## config.mk

```make
export PLATFORM = sky130hd
export DESIGN_NAME = mem_access_unit
export DESIGN_NICKNAME = d
export VERILOG_FILES = /design/src/rtl/mem_pkg.sv /design/src/rtl/mau_lane.sv /design/src/rtl/mem_access_unit.sv
export SDC_FILE = /design/constraint.sdc
export NUM_CORES = 1
export LEC_CHECK = 0
export BUFFER_PORTS_ARGS = -buffer_cell sky130_fd_sc_hd__buf_4
export CAP_MARGIN = 20
export CORE_UTILIZATION = 55
export DETAILED_ROUTE_END_ITERATION = 16
export PLACE_DENSITY = 0.86
export SETUP_SLACK_MARGIN = 0.02
export SYNTH_ARGS = -nofsm -noshare
export SYNTH_HDL_FRONTEND = slang
export SYNTH_SLANG_ARGS = --single-unit
```

## constraint.sdc

```tcl
create_clock -name clk -period 7.05 [get_ports clk]
set_clock_uncertainty 0.15 [all_clocks]
set_input_delay 1.0575 -clock clk [delete_from_list [all_inputs] [get_ports clk]]
set_output_delay 1.0575 -clock clk [all_outputs]
set_load 0.01 [all_outputs]
```

## src/rtl/mem_pkg.sv

```systemverilog
// Shared opcode, size and state definitions for the MEM-stage access unit.
package mem_pkg;

  localparam logic [5:0] OP_LB  = 6'b100000;
  localparam logic [5:0] OP_LH  = 6'b100001;
  localparam logic [5:0] OP_LW  = 6'b100011;
  localparam logic [5:0] OP_LBU = 6'b100100;
  localparam logic [5:0] OP_LHU = 6'b100101;
  localparam logic [5:0] OP_SB  = 6'b101000;
  localparam logic [5:0] OP_SH  = 6'b101001;
  localparam logic [5:0] OP_SW  = 6'b101011;

  typedef enum logic [1:0] {SZ_B, SZ_H, SZ_W} size_t;

  typedef enum logic [1:0] {ST_IDLE, ST_BUSY, ST_RESP} state_t;

  function automatic logic op_is_load(input logic [5:0] o);
    return o inside {OP_LB, OP_LH, OP_LW, OP_LBU, OP_LHU};
  endfunction

  function automatic logic op_is_store(input logic [5:0] o);
    return o inside {OP_SB, OP_SH, OP_SW};
  endfunction

  function automatic logic op_legal(input logic [5:0] o);
    return op_is_load(o) || op_is_store(o);
  endfunction

  // Access size lives in the low two opcode bits for every legal op.
  function automatic size_t op_size(input logic [5:0] o);
    case (o[1:0])
      2'b00:   return SZ_B;
      2'b01:   return SZ_H;
      default: return SZ_W;
    endcase
  endfunction

  function automatic logic op_aligned(input logic [5:0] o, input logic [1:0] off);
    case (op_size(o))
      SZ_B:    return 1'b1;
      SZ_H:    return ~off[0];
      default: return off == 2'b00;
    endcase
  endfunction

endpackage

```

## src/rtl/mau_lane.sv

```systemverilog
// Byte-lane steering: store-side enables/replicated data and load-side extraction/extension.
module mau_lane
  import mem_pkg::*;
(
  input  logic [5:0]  op,
  input  logic [1:0]  off,
  input  logic [31:0] st_data,
  input  logic [31:0] rdata,
  output logic [3:0]  be_c,
  output logic [31:0] wdata_c,
  output logic [31:0] ld_c
);

  logic [31:0] rsh;

  // Bring the addressed lane down to bit 0 for extraction.
  assign rsh = rdata >> {off, 3'b000};

  // Lane enables, write replication and load extension by access size; op[2] marks unsigned loads.
  always_comb begin
    be_c    = '0;
    wdata_c = '0;
    ld_c    = '0;
    case (op_size(op))
      SZ_B: begin
        be_c    = 4'b0001 << off;
        wdata_c = {4{st_data[7:0]}};
        ld_c    = op[2] ? {24'h0, rsh[7:0]} : {{24{rsh[7]}}, rsh[7:0]};
      end
      SZ_H: begin
        be_c    = 4'b0011 << off;
        wdata_c = {2{st_data[15:0]}};
        ld_c    = op[2] ? {16'h0, rsh[15:0]} : {{16{rsh[15]}}, rsh[15:0]};
      end
      default: begin
        be_c    = 4'b1111;
        wdata_c = st_data;
        ld_c    = rsh;
      end
    endcase
    if (!op_is_store(op)) wdata_c = '0;
  end

endmodule

```

## src/rtl/mem_access_unit.sv

```systemverilog
// MEM-stage load/store initiator: decode, align check, memory handshake with timeout, load extension.
module mem_access_unit
  import mem_pkg::*;
#(
  parameter int unsigned ADDR_W  = 12,
  parameter int unsigned TIMEOUT = 15
) (
  input  logic              clk,
  input  logic              rst_n,
  input  logic              req_valid,
  input  logic [5:0]        op,
  input  logic [ADDR_W-1:0] addr,
  input  logic [31:0]       st_data,
  output logic              req_ready,
  output logic [31:0]       ld_data,
  output logic              done,
  output logic              misalign,
  output logic              bus_err,
  output logic              mem_req,
  output logic              mem_we,
  output logic [3:0]        mem_be,
  output logic [ADDR_W-1:0] mem_addr,
  output logic [31:0]       mem_wdata,
  input  logic              mem_ack,
  input  logic [31:0]       mem_rdata
);

  localparam int unsigned CNT_W = 8;

  state_t           state;
  logic [5:0]       op_q;
  logic [1:0]       off_q;
  logic [CNT_W-1:0] cnt;
  logic [CNT_W-1:0] cnt_nxt;
  logic [5:0]       lane_op;
  logic [1:0]       lane_off;
  logic [3:0]       be_c;
  logic [31:0]      wdata_c;
  logic [31:0]      ld_c;
  logic             legal_c;
  logic             aligned_c;

  // The lane unit sees the incoming request while idle and the latched access afterwards.
  assign lane_op   = (state == ST_IDLE) ? op : op_q;
  assign lane_off  = (state == ST_IDLE) ? addr[1:0] : off_q;
  assign legal_c   = op_legal(op);
  assign aligned_c = op_aligned(op, addr[1:0]);
  assign cnt_nxt   = cnt + CNT_W'(1);

  mau_lane u_lane (
    .op      (lane_op),
    .off     (lane_off),
    .st_data (st_data),
    .rdata   (mem_rdata),
    .be_c    (be_c),
    .wdata_c (wdata_c),
    .ld_c    (ld_c)
  );

  // Access FSM with registered handshake, status pulses and load result.
  always_ff @(posedge clk or negedge rst_n) begin
    if (!rst_n) begin
      state     <= ST_IDLE;
      op_q      <= '0;
      off_q     <= '0;
      cnt       <= '0;
      req_ready <= 1'b1;
      ld_data   <= '0;
      done      <= 1'b0;
      misalign  <= 1'b0;
      bus_err   <= 1'b0;
      mem_req   <= 1'b0;
      mem_we    <= 1'b0;
      mem_be    <= '0;
      mem_addr  <= '0;
      mem_wdata <= '0;
    end else begin
      done     <= 1'b0;
      misalign <= 1'b0;
      bus_err  <= 1'b0;
      case (state)
        ST_IDLE: begin
          if (req_valid && legal_c) begin
            if (!aligned_c) begin
              misalign <= 1'b1;
            end else begin
              op_q      <= op;
              off_q     <= addr[1:0];
              cnt       <= '0;
              mem_addr  <= {addr[ADDR_W-1:2], 2'b00};
              mem_we    <= op_is_store(op);
              mem_be    <= be_c;
              mem_wdata <= wdata_c;
              mem_req   <= 1'b1;
              req_ready <= 1'b0;
              state     <= ST_BUSY;
            end
          end
        end
        ST_BUSY: begin
          // An ack arriving on the timeout cycle still completes the access.
          if (mem_ack) begin
            if (op_is_load(op_q)) ld_data <= ld_c;
            done      <= 1'b1;
            cnt       <= '0;
            mem_req   <= 1'b0;
            mem_we    <= 1'b0;
            mem_be    <= '0;
            mem_wdata <= '0;
            state     <= ST_RESP;
          end else if (cnt_nxt == CNT_W'(TIMEOUT)) begin
            bus_err   <= 1'b1;
            cnt       <= '0;
            mem_req   <= 1'b0;
            mem_we    <= 1'b0;
            mem_be    <= '0;
            mem_wdata <= '0;
            req_ready <= 1'b1;
            state     <= ST_IDLE;
          end else begin
            cnt <= cnt_nxt;
          end
        end
        ST_RESP: begin
          req_ready <= 1'b1;
          state     <= ST_IDLE;
        end
        default: begin
          req_ready <= 1'b1;
          state     <= ST_IDLE;
        end
      endcase
    end
  end

endmodule
```

==> run metrics, run 1 <==
endpoints failing hold 0; crit-path most repeated cell mux2i_1; final setup fails 0; Rel. slew slack 23.6%; GP Congestion 0.902; Routed Antenna Nets 0; Die W 99.6 um; Top delay family on crit path compound AO/OA/AOI/OAI gates; clk slew on worst S/H paths 0.10 ns; CTS Hold Bufs 0; fmax 0.276 GHz; Routed WL 14100 um; die area 0.00991 sq mm; Psw 0.000535 W; I/O Buffers 169; HPWL Detailed 10100 um; Startpoint Class flop; # H-tree levels 3; critical-path cell list nor2_2 -> mux2i_1 -> mux2i_1 -> o22ai_1 -> a22oi_1 -> o21ai_0; fraction of registers with async set/reset 100%; Setup crit end ld_data[25]; clk root buf clkbuf_8; die height 99.6 um; Synth Flop Type dfrtp_1; maximum vdd drop 0.117 mV; Setup WS pre-CTS 3.02 ns; Cell Area, Synth 0.00523 sq mm; TritonCTS clock tree built; Pre-antenna DRT Iters 5; RR Startpoint state[1]; Largest stage delay, worst path 0.88 ns; status completed; post-DR wirelength/cell 17.8 um; Synth cell types 51; synthesis-stage register bit count 102; first-pass GRT wire length 22800 um; DR vias/cell 5.79; Tmin final 3.62 ns; Pwr Total 0.00163 W; R2R depth 6; stages on the worst setup path 6; final max-slew violation count 0; total CTS buffers 9; Seq pwr share 47.1%; setup_tns 0 ns; Longest Clk Path Bufs 2; GRT Util Overall 29.4%; period utilization 51.4%; RSZ-0062 raised after global routing no; CP Buf/Inv Count 0; Sw Ratio 32.8%; Worst setup EP type flop; Setup Fix Bufs, Post-CTS 0; worst hold path depth 1; Power Density 240 mW/mm^2; crit path kind reg2reg; r2r setup slk 3.43 ns; CP startpoint state[1]; number of flops mapped to enable cells by yosys 0; maxcap violations 0; initial antenna violation count 0; Synth Instances 499; DR DRC count 0; Tightest Hold Check Type reg2reg; routed vias 4583; Pleak 3.45 nW; layout cell share with drive strength beyond 1 39.8%; Resize count post-CTS 0; Final WS setup 3.43 ns; largest net degree at the start of global routing 73; Worst EP required 7.10 ns; Clk network pwr share 22.1%; Core Area 0.00924 sq mm; clock latency on the worst-skew pair 0.36 ns; Net count, final 746; drt initial violations 182; syn avg cell area 10.5 sq um; # rows 35; TritonCTS Sinks 102; # diodes 0; Critical Path AT 3.67 ns; measured slew at the worst slew-check pin 1.15 ns; Area growth syn-to-layout 29.9%; total global routing overflow 0; Worst Path Max Fanout 19; reg2reg end ld_data[25]; Initial Utilization 56.6%; Boundary Pins 172; worst hold slack 0.332 ns; CP max stage cell a22oi_1; vias in the first global route 4577; part of the Yosys area used for sequential elements 48.8%; Int Power 0.00110 W; power share of the combinational group 30.8%; YS warnings 0
==> metrics by stage <==
stage	utilization, %	instance area (sq um)	instances
floorplan	-	5240	500
global placement	71.1	6570	773
detailed placement	71.1	6570	773
CTS	73.1	6760	789
global route	73.6	6800	792
finish	73.6	6800	792
==> worst min path at each step <==
stage / startpoint / to / slack [ns]
2_1_floorplan: op_q[5] / op_q[5] / 0.29
3_3_place_gp: op_q[5] / op_q[5] / 0.30
3_5_place_dp: op_q[5] / op_q[5] / 0.30
4_1_cts: op_q[5] / op_q[5] / 0.33
5_1_grt: op_q[5] / op_q[5] / 0.37
6_report: op_q[5] / op_q[5] / 0.33
==> power by group through the flow <==
stage	registers [W]	clock network (W)	logic (W)
finish	0.000768	0.000361	0.000503
global route	0.000781	0.000391	0.000543
global placement	0.000774	0	0.000483
CTS	0.000767	0.000366	0.000505
floorplan	0.000813	0	0.000193
detailed placement	0.000779	0	0.000503
==> routing by layer <==
metal / vias up / wire length [um] / global-route usage (%)
li1: 2090 / - / -
met1: 2238 / 5680 / 38.1
met2: 212 / 6850 / 47.1
met3: 43 / 993 / 5.83
met4: 0 / 566 / 15.5
met5: - / 0 / 0
==> registers in the layout, indices dropped and copies added (netlist names) <==
name / flops
bus_err: 1
cnt: 8
done: 1
ld_data: 32
mem_addr: 10
mem_be: 4
mem_req: 1
mem_wdata: 32
mem_we: 1
misalign: 1
off_q: 2
op_q: 6
req_ready: 1
state: 2
==> kinds of logic after synthesis <==
kind of cell             count (synthesis)  share of synthesized area, %
flip-flops                             102                          48.8
XOR/XNOR                                 2                         0.335
AND/OR/NAND/NOR                        157                          13.6
multiplexers                            93                          19.2
buffers and inverters                   36                          3.32
AO/OA/AOI/OAI                          106                          14.2
other                                    1                        0.0717
adder cells (fa/ha/maj)                  2                         0.478
==> layout make-up <==
class | instances | area (sq um)
clock inverters | 6 | 52.6
flip-flops and latches | 102 | 2550
well taps | 129 | 161
fillers | 657 | 2440
inverters | 6 | 22.5
clock buffers | 10 | 138
multi-input cells | 362 | 2520
repair buffers | 177 | 1350
==> cell usage after synthesis (2+ instances only) <==
cell	n	area, sq um
o22ai_1	2	12.5
nor2_1	61	229
nor3_1	3	15.0
clkbuf_1	18	67.6
and3b_1	2	17.5
o31ai_1	3	22.5
and3_1	4	25.0
nand3_1	4	20.0
mux2i_1	37	370
mux2_2	54	608
inv_1	5	18.8
a221oi_1	7	61.3
nand2b_1	4	25.0
a31oi_1	3	18.8
a21oi_1	20	100
xnor2_1	2	17.5
a211oi_1	16	120
dfrtp_1	101	2530
o211ai_1	7	52.6
buf_6	3	33.8
nor2b_1	10	62.6
a22oi_1	10	75.1
nand2_1	53	199
o2bb2ai_1	4	35.0
buf_2	7	35.0
or2_2	4	25.0
nor3b_1	4	30.0
a21o_1	6	45.0
ha_1	2	25.0
buf_4	2	15.0
nand3b_1	2	15.0
o21ai_0	20	100
==> cell usage in the layout (no fill, tap or decap), types with 2 or more instances in the layout <==
cell	count
nor3b_1	4
o22ai_1	2
nand2b_1	4
clkinvlp_4	2
o31ai_1	2
and3b_1	2
mux2i_2	2
nand3_1	4
nand2_1	53
buf_8	2
nor2_1	61
ha_1	2
and3_1	4
a21o_1	6
dfrtp_1	101
clkinv_4	2
o21ai_0	20
a221oi_1	7
nand3b_1	2
or2_2	4
nor3_1	3
conb_1	2
buf_4	174
o2bb2ai_1	4
clkbuf_8	10
nor2b_1	10
a31oi_1	3
a22oi_1	10
xnor2_1	2
a211oi_1	16
mux2_2	54
o211ai_1	7
a21oi_1	19
inv_1	5
mux2i_1	36
Power figures use the tool's default switching activity.
==> run 2, diff against run 1 <==
CORE_UTILIZATION = 46   (was 55)
PLACE_DENSITY = 0.77   (was 0.86)
clock period = 3.2 ns   (was 7.05 ns; I/O delays follow)
==> run 2 against run 1 <==
Total power up 140%. Flip-flop and latch count did not move. Register-to-register slack worse by 3.0 ns. Combinational power increased by 120%. Clock power increased to 3.0 times the previous value. Routed wire length is 2.2% higher. Non-clock buffer count up 4. Final cell count increased by 1.9%. Setup slack got worse by 3.0 ns. Critical endpoint is now mem_wdata[26].
==> run metrics, run 2 (synthesized netlist as in run 1, its figures left out) <==
Routed Antenna Nets 0 (unchanged); r2r setup slk 0.44 ns (-2.98 ns); HPWL Detailed 10600 um (+4.9%); clk root buf clkbuf_16; commonest non-fill, non-tap cells in the layout buf_4, dfrtp_1, nor2_1, mux2_2, nand2_1; TritonCTS Sinks 102 (unchanged); Resize count post-CTS 0 (unchanged); clock latency on the worst-skew pair 0.35 ns (about the same); status completed; Finished Layout Cells 807 (+1.9%); initial antenna violation count 0 (unchanged); maxcap violations 0 (unchanged); Routed WL 14400 um (+2.2%); Longest Clk Path Bufs 2 (unchanged); Net count, final 750 (+0.54%); Core Area 0.0110 sq mm (+19%); total CTS buffers 9 (unchanged); Worst setup EP type flop; Initial Utilization 47.7% (-9.0 points); most common cell after layout, fill and taps aside buf_4; measured slew at the worst slew-check pin 0.647 ns (-0.500 ns); DR vias/cell 5.64 (-2.5%); die height 109 um (+9.2%); first-pass GRT wire length 22900 um (+0.73%); Power Density 561 mW/mm^2 (+130%); Pleak 3.53 nW (+2.1%); clk slew on worst S/H paths 0.07 ns (-0.03 ns); # diodes 0 (unchanged); Rel. slew slack 56.7% (+33 points); Pwr Total 0.00389 W (+140%); Post-Place Cell Area 0.00665 sq mm (+1.2%); crit path kind reg2reg; total global routing overflow 0 (unchanged); Worst Path Max Fanout 38 (+19); Worst EP required 3.28 ns (-3.82 ns); layout cell share with drive strength beyond 1 40.0% (+0.21 points); CTS Hold Bufs 0 (unchanged); GP Congestion 0.921 (+2.1%); Regs by FF count ld_data: 32 flops, mem_wdata: 32 flops, mem_addr: 10 flops; DR DRC count 0 (unchanged); # H-tree levels 3 (unchanged); routed vias 4551 (-0.70%); post-DR wirelength/cell 17.8 um (+0.25%); period utilization 86.1% (+35 points); TritonCTS clock tree built; largest net degree at the start of global routing 103 (+41%); Tmin final 2.76 ns (-0.865 ns); endpoints failing hold 0 (unchanged); Area growth syn-to-layout 32.7%; Pre-antenna DRT Iters 5 (unchanged); maximum vdd drop 0.315 mV (+170%); Die W 109 um (+9.2%); # rows 38 (+8.6%); GRT Util Overall 25.5% (-3.9 points); I/O Buffers 169 (unchanged); Setup Fix Bufs, Post-CTS 0 (unchanged); Boundary Pins 172 (unchanged); post-route cell area 0.00694 sq mm (+2.1%); RSZ-0062 raised after global routing no; placed cell count 791 (+2.3%); setup_tns 0 ns (unchanged); vias in the first global route 4577 (unchanged); CP startpoint cnt[0]; final setup fails 0 (unchanged); die area 0.0118 sq mm (+19%); fmax 0.363 GHz (+31%); worst hold slack 0.0330 ns (-0.299 ns); final max-slew violation count 0 (unchanged); Critical Path AT 2.84 ns (-0.83 ns); Startpoint Class flop; Tightest Hold Check Type in2async; drt initial violations 235 (+29%); RR Startpoint cnt[0]
run 2: cell types whose count changed in the layout (fill, tap and decap cells not counted):
cell        delta
clkinvlp_4     -2
clkinv_4       -1
clkinv_2       +1
buf_8          -2
inv_8          -1
inv_6          -1
buf_12         +1
clkbuf_8       -6
buf_4          +6
clkbuf_1       +1
buf_6          -1
clkbuf_16      +9
run 2: path summary, 6_finish.rpt:
kind | end | depth (start not counted)
worst max-delay path | mem_wdata[26] | 8
worst min-delay path | ld_data[24] | 2
worst max register to register | mem_wdata[26] | 8
worst min register to register | op_q[5] | 1
max in group asynchronous | mem_wdata[8] | 2
min in group clk | mem_addr[8] | 2
run 2: cell type report:
type,count,area [sq um]
multi-input cells,362,2520
inverters,6,22.5
well taps,140,175
flip-flops and latches,102,2550
fillers,899,4040
clock inverters,2,13.8
repair buffers,181,1370
clock buffers,14,284
run 2: per-stage QoR:
stage               setup slack [ns]  util, %
global route                   0.321     63.2
CTS                            0.444     63.2
floorplan                      0.647        -
detailed placement             0.456     60.5
global placement               0.550     60.5
finish                         0.444     63.2
run 2: where the power goes:
| group | total [W] | switching, W | internal, W |
|---|---|---|---|
| Combinational | 0.00110 | 0.000529 | 0.000571 |
| Clock | 0.00108 | 0.000466 | 0.000614 |
| Sequential | 0.00171 | 0.000178 | 0.00154 |
run 2: worst max-delay path: stages, from the launching register on:
cell and delay [ns]:
dfrtp_1 0.42, ha_1 0.26, and3_1 0.23, a31o_2 0.29, a2111oi_4 0.42, inv_2 0.07
a21o_1 0.16, buf_4 0.26, mux2_1 0.37
run 2: layer usage:
metal | vias to the layer above | track usage, % | share of wire, %
met3 | 23 | 5.38 | 8.4
li1 | 2105 | - | -
met4 | 0 | 10.1 | 2.2
met5 | - | 0 | 0
met2 | 201 | 43.0 | 49
met1 | 2222 | 32.0 | 40
